<file path="config.mk">
export PLATFORM = sky130hd
export DESIGN_NAME = counter_sequencer
export DESIGN_NICKNAME = d
export VERILOG_FILES = /design/src/rtl/counter_sequencer_pkg.sv /design/src/rtl/counter_sequencer_core.sv /design/src/rtl/counter_sequencer.sv
export SDC_FILE = /design/constraint.sdc
export NUM_CORES = 1
export LEC_CHECK = 0
export ABC_AREA = 1
export ABC_CLOCK_PERIOD_IN_PS = 1100
export BUFFER_PORTS_ARGS = -buffer_cell sky130_fd_sc_hd__buf_2
export CELL_PAD_IN_SITES_DETAIL_PLACEMENT = 0
export CELL_PAD_IN_SITES_GLOBAL_PLACEMENT = 2
export CORE_MARGIN = 5
export CORE_UTILIZATION = 25
export DETAILED_ROUTE_END_ITERATION = 12
export PLACE_DENSITY = 0.73
export RECOVER_POWER = 50
export SLEW_MARGIN = 5
export SYNTH_ARGS = -nofsm -noshare
export SYNTH_HDL_FRONTEND = slang
export SYNTH_SLANG_ARGS = --single-unit
</file>
<file path="constraint.sdc">
create_clock -name clk -period 1.1 [get_ports clk]
set_input_delay 0.055 -clock clk [delete_from_list [all_inputs] [get_ports clk]]
set_output_delay 0.055 -clock clk [all_outputs]
set_load 0.02 [all_outputs]
</file>
<file path="src/rtl/counter_sequencer_pkg.sv">
// Shared types and defaults for the counter_sequencer interval timer.
package counter_sequencer_pkg;

  localparam int WIDTH_DEFAULT = 4;

  typedef enum logic [1:0] {
    IDLE = 2'd0,
    RUN  = 2'd1,
    HOLD = 2'd2
  } state_e;

endpackage

</file>
<file path="src/rtl/counter_sequencer_core.sv">
// Free-running up-counter core: synchronous clear beats enable, increments modulo 2^WIDTH.
module counter_core
  import counter_sequencer_pkg::*;
#(
  parameter int WIDTH = WIDTH_DEFAULT
) (
  input  logic             clk,
  input  logic             reset,
  input  logic             clr,
  input  logic             en,
  output logic [WIDTH-1:0] out
);

  logic [WIDTH-1:0] cnt_q;
  logic [WIDTH-1:0] cnt_d;

  always_comb begin
    cnt_d = cnt_q;
    if (clr) begin
      cnt_d = '0;
    end else if (en) begin
      cnt_d = cnt_q + 1'b1;
    end
  end

  always_ff @(posedge clk or posedge reset) begin
    if (reset) begin
      cnt_q <= '0;
    end else begin
      cnt_q <= cnt_d;
    end
  end

  assign out = cnt_q;

endmodule

</file>
<file path="src/rtl/counter_sequencer.sv">
// Interval-timer controller: sequences counter_core through IDLE/RUN/HOLD and
// produces tick (terminal count), done (one-shot completion) and busy.
module counter_sequencer
  import counter_sequencer_pkg::*;
#(
  parameter int WIDTH = WIDTH_DEFAULT
) (
  input  logic             clk,
  input  logic             reset,
  input  logic             start,
  input  logic             stop,
  input  logic             pause,
  input  logic             periodic,
  input  logic [WIDTH-1:0] period,
  output logic [WIDTH-1:0] count,
  output logic             busy,
  output logic             tick,
  output logic             done
);

  state_e           state_q, state_d;
  logic [WIDTH-1:0] period_q, period_d;
  logic             periodic_q, periodic_d;
  logic             done_q, done_d;
  logic             clr, en;
  logic             at_term;

  counter_core #(.WIDTH(WIDTH)) u_core (
    .clk   (clk),
    .reset (reset),
    .clr   (clr),
    .en    (en),
    .out   (count)
  );

  assign at_term = (count == period_q);

  always_comb begin
    state_d    = state_q;
    period_d   = period_q;
    periodic_d = periodic_q;
    done_d     = 1'b0;
    clr        = 1'b0;
    en         = 1'b0;
    case (state_q)
      IDLE: begin
        if (start && !stop) begin
          state_d    = RUN;
          period_d   = period;
          periodic_d = periodic;
          clr        = 1'b1;
        end
      end
      RUN: begin
        if (stop) begin
          state_d = IDLE;
          clr     = 1'b1;
        end else if (pause) begin
          state_d = HOLD;
        end else if (at_term) begin
          // Terminal count: reload for periodic, otherwise finish and flag done.
          clr = 1'b1;
          if (!periodic_q) begin
            state_d = IDLE;
            done_d  = 1'b1;
          end
        end else begin
          en = 1'b1;
        end
      end
      HOLD: begin
        if (stop) begin
          state_d = IDLE;
          clr     = 1'b1;
        end else if (!pause) begin
          state_d = RUN;
        end
      end
      default: begin
        state_d = IDLE;
        clr     = 1'b1;
      end
    endcase
  end

  always_ff @(posedge clk or posedge reset) begin
    if (reset) begin
      state_q    <= IDLE;
      period_q   <= '0;
      periodic_q <= 1'b0;
      done_q     <= 1'b0;
    end else begin
      state_q    <= state_d;
      period_q   <= period_d;
      periodic_q <= periodic_d;
      done_q     <= done_d;
    end
  end

  assign busy = (state_q != IDLE);
  assign tick = (state_q == RUN) & at_term & ~stop & ~pause;
  assign done = done_q;

endmodule
</file>
# == Word level (Yosys, flattened, before mapping) ==
# Cells that the tools add are included.
# word_totals
ff_bits,12
latch_bits,0
ram_bits,0
mem_bits_ro,0
in_bits,10
out_inout_bits,7
word_cells,50
mem_count,0
# op_classes
n_addsub,1
n_mul,0
n_div,0
n_lt_le_gt_ge,0
n_eq_ne,7
shift,0
n_mux,25
n_bitwise,5
n_reduce_logical,7
# ops
operator,count
two-way mux 1 bit,14
two-way mux 2 bit,7
two-way mux 4 bit,2
"!= test 4 bit, second input constant",2
one-hot mux 2 bit (3 select lines),1
"adder 4 x 1 -> 4 bit, second input constant",1
== test 4 bit,1
AND reduction 4 bit,1
nonzero test 2 bit,2
AND 1 bit,3
"!= test 3 bit, second input constant",1
one-hot mux 1 bit (3 select lines),1
"== test 2 x 1 -> 1 bit, second input constant",1
"== test 2 bit, second input constant",1
logical NOT 2 bit,1
"!= test 2 bit, second input constant",1
NOT 1 bit,2
AND reduction 2 bit,1
logical AND 1 bit,1
logical NOT 1 bit,1

# == Depth between registers and ports, before layout ==
# Gate-level depths: netlist (run 1).
# depth
depth_word,7
depth_mapped,10
depth_no_buf,9

# == Cells and area by module ==
# From an unflattened synthesis (run 1), not the netlist that was laid out.
# unflattened
cells_unflattened,101
area_unflattened_um2,730.7
# modules_own_cells
module,instances,cells_per_inst,area_per_inst_um2,seq_area_each_um2
counter_sequencer,1,77,536.8,200.2
counter_core,1,24,193.9,100.1

# == Least setup slack after synthesis (run 1) ==
# OpenSTA, ideal clock, no wires.
# synth_path
kind,reg-to-output
from,"register u_core.cnt_q[0], in the netlist u_core.out[0]"
to,output port tick
arrival_time_ns,1.253
setup_slack_ns,-0.208
path_stages_with_launch,8
path_buffers,1
path_cell_list,dfrtp_1 > inv_1 > nand2_1 > nand2_1 > nor2_1 > nand2_1 > buf_6 > nor2_1
# synth_via
elab_chain_cells,4
# synth_rtl
item,line_no,text
from (decl),counter_sequencer_core.sv:14,logic [WIDTH-1:0] cnt_q;
from (signal assigned),counter_sequencer_core.sv:30,cnt_q <= cnt_d;
== test 4 bit,counter_sequencer.sv:36,assign at_term = (count == period_q);
AND 1 bit (3 in a row),counter_sequencer.sv:101,assign tick = (state_q == RUN) & at_term & ~stop & ~pause;
to (decl),counter_sequencer.sv:17,"output logic tick,"
# Every way passes these cells.

# == Final worst setup path (run 1) ==
# layout_path
from,register state_q[0]
to,output port tick
# layout_via
elab_chain_cells,4
# layout_rtl
item,line_no,text
from (decl),counter_sequencer.sv:21,"state_e state_q, state_d;"
from (signal assigned),counter_sequencer.sv:93,state_q <= state_d;
== test 2 x 1 -> 1 bit,counter_sequencer.sv:101,
AND 1 bit (3 in a row),counter_sequencer.sv:101,
# Every way passes these cells.

==> results.toml, run 1 <==
[critical_path]
end_kind = "output port"
path_cells = "inv_2 -> nor2_2 -> nand3_4 -> nor2_4 -> buf_6"
critPathSlowestCell = "dfrtp_1"
path_class = "register to output port"
cpPeakStageDelay_ns = 0.42
path_max_fanout = 4
critPathLaunchType = "register"
cpLargestDelayFamily = "simple AND/OR/NAND/NOR gates"
crit_required_ns = 1.04
crit_buf_inv = 2
arrival_ns = 1.36

[global_routing]
grt_max_degree = 13
track_usage_pct = 9.416
grt_overflow = 0
antenna_found_initial = 0
grt_pass1_wl_mm = 3.001
grt_pass1_vias = 684

[power_and_ir_drop]
power_frac_clock_pct = 17.0
p_sw_w = 0.0008471
internal-power_w = 0.001293
vdd_ir_drop_max_mv = 1.217
power_density_mw_per_mm2 = 1937
combinationalPowerShare_pct = 50.4
p_seq_share_pct = 32.5
swShare_pct = 39.58
p_leak_nw = 0.5659

[yosys]
synth_top_area_share_pct = 43.17
syn_area_per_cell_um2 = 7.247
syn_inst = 96
synth_seq_area_share_pct = 43.17
synth_seq_cells = 12
netlist_top_cells_area = "dfrtp_1, nand2_1, inv_1"
syn-cell-area_um2 = 695.7
yosysTopAreaCell = "dfrtp_1"
ys_warn_count = 0
synth_cell_type_count = 19
syn_nets = 107

[timing]
setup_violations = 8
worst_pin_slew_ns = 0.4995
grt_setup_unrepaired = "yes"
layout_setup_ws_ns = -0.3102
slew_viol_final = 0
fin_skew_ns = 0.005787
hold_viol_final = 0
period_needed_ns = 1.410
period_share_pct = 128.2
setup_tns_ns = -1.661
fmax_ghz = 0.7091
slew_headroom_pct = 66.66

[clocking]
numClockSinks = 12
cts_htree_levels = 1
cts_made_buffers = 3
cts_tree = "done"
cts-root-buf = "clkbuf_4"
cts.clk_slew.worst_paths_ns = 0.08
cts.path.max_buffers = 2
clk_latency_ns = 0.28

[job]
drv_cap = 0

[drt]
drt_wl_total_mm = 1.870
via_count = 747
drc = 0
dr.pass1.iters = 4
vias_per_cell = 4.473
drt_iter0_drc = 15
avgRoutedWirePerCell_um = 11.20
ant_nets = 0

[floorplanning]
core-area_mm2 = 0.002710
start_util_pct = 25.67
die_y_um = 62.75
die_w_um = 62.75
rows = 19
ioPinCount = 17
die-area_mm2 = 0.003938

[finish]
diodes = 0
seqCellArea_um2 = 305.3
multi_input_area_um2 = 381.6
fillers = 300
fin_cells = 167
layout_commonest_cell = "nand2_1"
final_cell_mix = "nand2_1, buf_4, buf_2"
drive_above_1_share_pct = 52.94
area_growth_pct = 58.81
final_nets = 148

[place]
dp_hpwl_mm = 1.316
place_inst = 157
place.gp.congestion = 0.6863
portBuffers = 16

[outcome]
status = "complete, but fails checks"
violations = "setup timing"

[hold_path]
hold_class = "input port to register"
worst register-to-register path, stage by stage (launching register included):
cell,delay [ns]
dfrtp_2,0.42
nand2_1,0.06
nand2_1,0.06
nor2_2,0.13
nand2_2,0.08
buf_4,0.15
buf_4,0.14
nand3_1,0.06
nand2_1,0.05
nand2_1,0.06
nor2_2,0.03
cells by family (layout without fill, tap and decap cells):
family          after synthesis  after routing  share of synthesized area [%]
fa+ha+maj                     1              1                          1.798
compound gates               12             12                          8.991
flops                        12             12                          43.17
buf+inv                      18             58                          11.69
simple gates                 53             53                          34.35
state kept, by name, indices dropped and copies added, names as in the netlist:
name	flops
period_q	4
done	1
u_core.out	4
state_q	2
periodic_q	1
metrics by stage:
stage	power (W)	util [%]	setup slack [ns]	hold WS (ns)	area [um2]
after floorplan	0.001208	-	-0.09684	-0.08057	706.9
after global placement	0.001548	34.30	-0.2132	0.1109	929.6
after detailed placement	0.001548	34.30	-0.1973	0.1160	929.6
after CTS	0.002085	39.34	-0.3165	0.01648	1066
after global routing	0.002334	40.77	-0.3873	0.01859	1105
final	0.002140	40.77	-0.3102	0.01964	1105
cell usage after synthesis, drive strengths merged:
master / count
a21oi: 9
nor3: 2
ha: 1
nand3: 8
o21bai: 1
o21ai: 2
inv: 15
clkinv: 1
nor2: 16
nand2: 24
nand4: 3
buf: 2
dfrtp: 12
path summary, 6_finish.rpt:
| kind | slack, ns | cells past startpoint | end | startpoint |
|---|---|---|---|---|
| worst max-delay path | -0.31 | 5 | tick | state_q[0] |
| worst min-delay path | 0.02 | 3 | period_q[0] | period[0] |
| worst min register to register | 0.50 | 1 | done | periodic_q |
| worst max register to register | -0.26 | 10 | u_core.out[3] | u_core.out[2] |
| max in group asynchronous | 0.40 | 3 | u_core.out[2] | reset |
| min in group asynchronous | 0.33 | 3 | state_q[1] | reset |
power groups by stage:
stage	registers (W)	logic, W	clock network (W)
2_1_floorplan	0.000711	0.000497	0
3_3_place_gp	0.000693	0.000855	0
3_5_place_dp	0.000698	0.000850	0
4_1_cts	0.000692	0.00102	0.000375
5_1_grt	0.000721	0.00122	0.000395
6_report	0.000696	0.00108	0.000365
per-layer routing:
metal / track usage (%) / part of all wire [%]
met3: 3.777 / 7.0
met4: 2.387 / 1.1
met1: 11.65 / 44
met5: 0 / 0
met2: 15.16 / 48
cell type report:
type / count / area share, %
multi-input cells: 66 / 34.54
flip-flops and latches: 12 / 27.63
repair buffers: 38 / 24.92
inverters: 16 / 6.116
well taps: 31 / 3.511
clock buffers: 4 / 3.284
what timing repair did:
| item | 4_1_cts | 5_1_grt |
|---|---|---|
| hold buffers | 1 | 0 |
| hold endpoints to repair | 12 | 0 |
| resized for setup | 18 | 11 |
| setup endpoints to repair | 8 | 13 |
| setup buffers | 4 | 0 |
| cloned | 0 | 1 |
| pin swaps | 8 | 7 |
No activity file was read; power rests on OpenSTA's default activity.
==> run 2: changes to the inputs <==
CTS_CLUSTER_SIZE = 28   (was default)
MAX_ROUTING_LAYER = met4   (was default)
==> results.toml, run 2 (synthesis results as in run 1) <==
[outcome]
status = "complete, but fails checks"
violations = "setup timing"

[timing]
period_share_pct = 127.9
setup_violations = 8
fmax_ghz = 0.7105
slew_headroom_pct = 66.85
period_needed_ns = 1.407
grt_setup_unrepaired = "yes"
slew_viol_final = 0
fin_skew_ns = 0.005680
setup_tns_ns = -1.657
whs_ns = 0.02144
worst_pin_slew_ns = 0.4966
layout_setup_ws_ns = -0.3074
hold_viol_final = 0

[critical_path]
path_class = "register to output port"
path_max_fanout = 4
arrival_ns = 1.35
critPathLaunchType = "register"
crit_required_ns = 1.04
end_kind = "output port"

[drt]
drt_iter0_drc = 15
via_count = 742
ant_nets = 0
dr.pass1.iters = 4
drc = 0
vias_per_cell = 4.443
avgRoutedWirePerCell_um = 11.26
drt_wl_total_mm = 1.881

[power_and_ir_drop]
internal-power_w = 0.001293
p_sw_w = 0.0008467
p_seq_share_pct = 32.5
combinationalPowerShare_pct = 50.5
vdd_ir_drop_max_mv = 1.217
power_density_mw_per_mm2 = 1937
swShare_pct = 39.57
p_leak_nw = 0.5659
power_frac_clock_pct = 17.0

[finish]
final_util_pct = 40.77
drive_above_1_share_pct = 52.94
final_cell_mix = "nand2_1, buf_4, buf_2"
area_growth_pct = 58.81
final_nets = 148
layout_commonest_cell = "nand2_1"
diodes = 0

[floorplanning]
ioPinCount = 17
rows = 19
start_util_pct = 25.67
die_w_um = 62.75
core-area_mm2 = 0.002710
die-area_mm2 = 0.003938
die_y_um = 62.75

[clocking]
numClockSinks = 12
cts-root-buf = "clkbuf_4"
cts.path.max_buffers = 2
clk_latency_ns = 0.28
cts_made_buffers = 3
cts_htree_levels = 1
cts.clk_slew.worst_paths_ns = 0.08
cts_tree = "done"

[global_routing]
grt_pass1_wl_mm = 3.001
use_met1_pct = 11.76
antenna_found_initial = 0
grt_util_met3_pct = 3.597
grt_overflow = 0
track_usage_pct = 9.675
grt_util_met2_pct = 15.16
top_usage_layer = "met2"
grt_max_degree = 13
grt_pass1_vias = 683

[hold_path]
hold_class = "input port to register"

[place]
place.gp.congestion = 0.6935
portBuffers = 16
dp_hpwl_mm = 1.316

[job]
drv_cap = 0
run 2: cell counts in the layout (fill, tap and decap cells not counted):
No cell type changed its count.
run 2: repair_timing:
action | CTS | global route
gates cloned | 0 | 1
hold buffers | 1 | 0
hold endpoints to repair | 12 | 0
pin swaps | 8 | 7
gates resized for setup | 18 | 11
setup endpoints to repair | 8 | 13
setup buffers | 4 | 0
run 2: final cells by class:
class                           count  area [um2]
Multi-Input combinational cell     66       381.6
Inverter                           16       67.56
Fill cell                         300        1605
Sequential cell                    12       305.3
Timing Repair Buffer               38       275.3
Tap cell                           31       38.79
Clock buffer                        4       36.28
run 2: routing by layer:
layer  wire, um  vias to the layer above
met3        109                        2
li1           -                      387
met4         13                        0
met5          0                        -
met2        908                       15
met1        850                      338
run 2: path summary, 6_finish.rpt:
kind	from	end	slack, ns	cells after the start
worst max register to register	u_core.out[2]	u_core.out[3]	-0.26	10
worst min-delay path	period[0]	period_q[0]	0.02	3
worst max-delay path	state_q[0]	tick	-0.31	5
max in group asynchronous	reset	u_core.out[2]	0.40	3
min in group asynchronous	reset	state_q[1]	0.33	3
worst min register to register	periodic_q	done	0.50	1
run 2: power by group through the flow:
stage                     clock network (W)  registers [W]  logic [W]
final                              0.000363       0.000696    0.00108
after global routing               0.000395       0.000721    0.00122
after CTS                          0.000375       0.000692    0.00102
after detailed placement                  0       0.000698   0.000850
after global placement                    0       0.000693   0.000855
after floorplan                           0       0.000711   0.000497
run 2: worst max-delay path, stage by stage, from the launching register on:
cell and delay (ns):
dfrtp_1 0.42, inv_2 0.09, nor2_2 0.18, nand3_4 0.14, nor2_4 0.13, buf_6 0.12
run 2: per-stage QoR:
stage / power [W] / area, um2 / instances / setup slack [ns]
final: 0.002140 / 1105 / 167 / -0.3074
after global routing: 0.002334 / 1105 / 167 / -0.3873
after CTS: 0.002085 / 1066 / 166 / -0.3165
after detailed placement: 0.001548 / 929.6 / 157 / -0.1973
after global placement: 0.001548 / 929.6 / 157 / -0.2132
after floorplan: 0.001208 / 706.9 / 96 / -0.09684
==> run 3: changes to the inputs <==
==> constraint.sdc (replaced) <==
create_clock -name clk -period 1.1 [get_ports clk]
set_input_delay 0.22 -clock clk [delete_from_list [all_inputs] [get_ports clk]]
set_output_delay 0.22 -clock clk [all_outputs]
set_load 0.02 [all_outputs]
==> results.toml, run 3 (synthesis results as in run 1) <==
[place]
place_area_um2 = 991.0
place.gp.congestion = 0.7392
portBuffers = 16
place_inst = 165
dp_hpwl_mm = 1.326
dp_slack_ns = -0.2724

[timing]
fmax_ghz = 0.6766
slew_headroom_pct = 77.85
worst_pin_slew_ns = 0.3322
setup_tns_ns = -2.549
fin_skew_ns = 0.005797
period_share_pct = 134.4
slew_viol_final = 0
grt_setup_unrepaired = "yes"
layout_setup_ws_ns = -0.3781
setup_violations = 14
period_needed_ns = 1.478
hold_viol_final = 0

[drt]
dr.pass1.iters = 4
via_count = 817
avgRoutedWirePerCell_um = 12.01
vias_per_cell = 4.514
drc = 0
ant_nets = 0
drt_wl_total_mm = 2.174
drt_iter0_drc = 31

[global_routing]
grt_pass1_vias = 809
grt_overflow = 0
grt_max_degree = 13
track_usage_pct = 11.33
antenna_found_initial = 0
grt_pass1_wl_mm = 3.429

[finish]
multi_input_area_um2 = 422.9
layout_commonest_cell = "buf_4"
final_cell_mix = "buf_4, nand2_1, buf_6"
diodes = 0
final_nets = 163
fin_cells = 181
seqCellArea_um2 = 306.5
drive_above_1_share_pct = 58.67
area_growth_pct = 86.33
final_area_mm2 = 0.001296
fillers = 265

[clocking]
cts-root-buf = "clkbuf_4"
numClockSinks = 12
cts.clk_slew.worst_paths_ns = 0.08
cts_htree_levels = 1
cts_tree = "done"
cts_made_buffers = 3
cts.path.max_buffers = 2
clk_latency_ns = 0.28

[critical_path]
end_kind = "output port"
reg2reg_depth = 9
regToRegSetupSlack_ns = -0.30
path_max_fanout = 3
timing.rr.start = "u_core.out[0]"
arrival_ns = 1.26
path_class = "register to output port"
crit_required_ns = 0.88
critPathLaunchType = "register"
r2r-end = "u_core.out[1]"

[power_and_ir_drop]
internal-power_w = 0.001555
swShare_pct = 38.52
power_frac_clock_pct = 10.9
power_density_mw_per_mm2 = 1951
p_sw_w = 0.0009739
p_seq_share_pct = 27.2
p_leak_nw = 0.6559
vdd_ir_drop_max_mv = 0.9983
finalPower_w = 0.002528
combinationalPowerShare_pct = 61.8

[hold_path]
holdPathStages = 3
holdCritStartpoint = "period[1]"
hold_class = "input port to register"
hold_end = "period_q[1]"

[floorplanning]
ioPinCount = 17
core-area_mm2 = 0.002710
rows = 19
die_w_um = 62.75
die_y_um = 62.75
start_util_pct = 25.67
die-area_mm2 = 0.003938

[outcome]
violations = "setup timing"
status = "complete, but fails checks"

[job]
drv_cap = 0
## run 3: layer usage
layer | part of all wire [%] | vias up | GRT usage (%)
met1 | 42 | 389 | 11.78
met2 | 52 | 14 | 19.43
met5 | 0 | - | -
met4 | 1.3 | 0 | 3.979
met3 | 5.0 | 4 | 4.317
li1 | - | 410 | -
## run 3: final cells by class
class                      count  area share (%)
sequential                    12           23.65
multi-input combinational     66           32.63
timing repair buffer          53           33.98
inverter                      16           5.019
clock buffer                   3           1.737
tap                           31           2.992
## run 3: metrics by stage
step / utilization, % / hold slack (ns)
after floorplan: - / 0.08443
after CTS: 42.98 / 0.1823
after detailed placement: 36.57 / 0.2324
after global placement: 36.57 / 0.2247
after global routing: 47.83 / 0.1686
final: 47.83 / 0.1768
## run 3: power groups by stage
stage | sequential (W) | combinational (W) | clock, W
5_1_grt | 0.000703 | 0.00169 | 0.000311
2_1_floorplan | 0.000711 | 0.000493 | 0
3_5_place_dp | 0.000699 | 0.000979 | 0
6_report | 0.000689 | 0.00156 | 0.000276
3_3_place_gp | 0.000695 | 0.000971 | 0
4_1_cts | 0.000684 | 0.00130 | 0.000291
## run 3: how the worst max path moves through the flow
stage,cells after the start,end,slack (ns),from
final,6,tick,-0.38,u_core.out[0]
after global routing,6,tick,-0.44,u_core.out[2]
after CTS,6,tick,-0.39,u_core.out[0]
after detailed placement,9,u_core.out[3],-0.27,u_core.out[1]
after global placement,9,u_core.out[3],-0.25,u_core.out[0]
after floorplan,6,tick,-0.14,u_core.out[1]
## run 3: worst max-delay path, stage by stage, from the launching register on
cell     delay, ns
dfrtp_2       0.43
nand2_1       0.07
nand2_1       0.07
nor2_2        0.13
nand2_2       0.09
nor2_4        0.09
buf_6         0.12
## run 3: what timing repair did
item                                    4_1_cts  5_1_grt
hold endpoints to repair                     12        0
hold buffers                                  1        0
cloned                                        0        1
pin swaps                                     3        3
endpoints found under the setup margin        9       18
gates resized for setup                      24       21
buffers inserted                              9        5
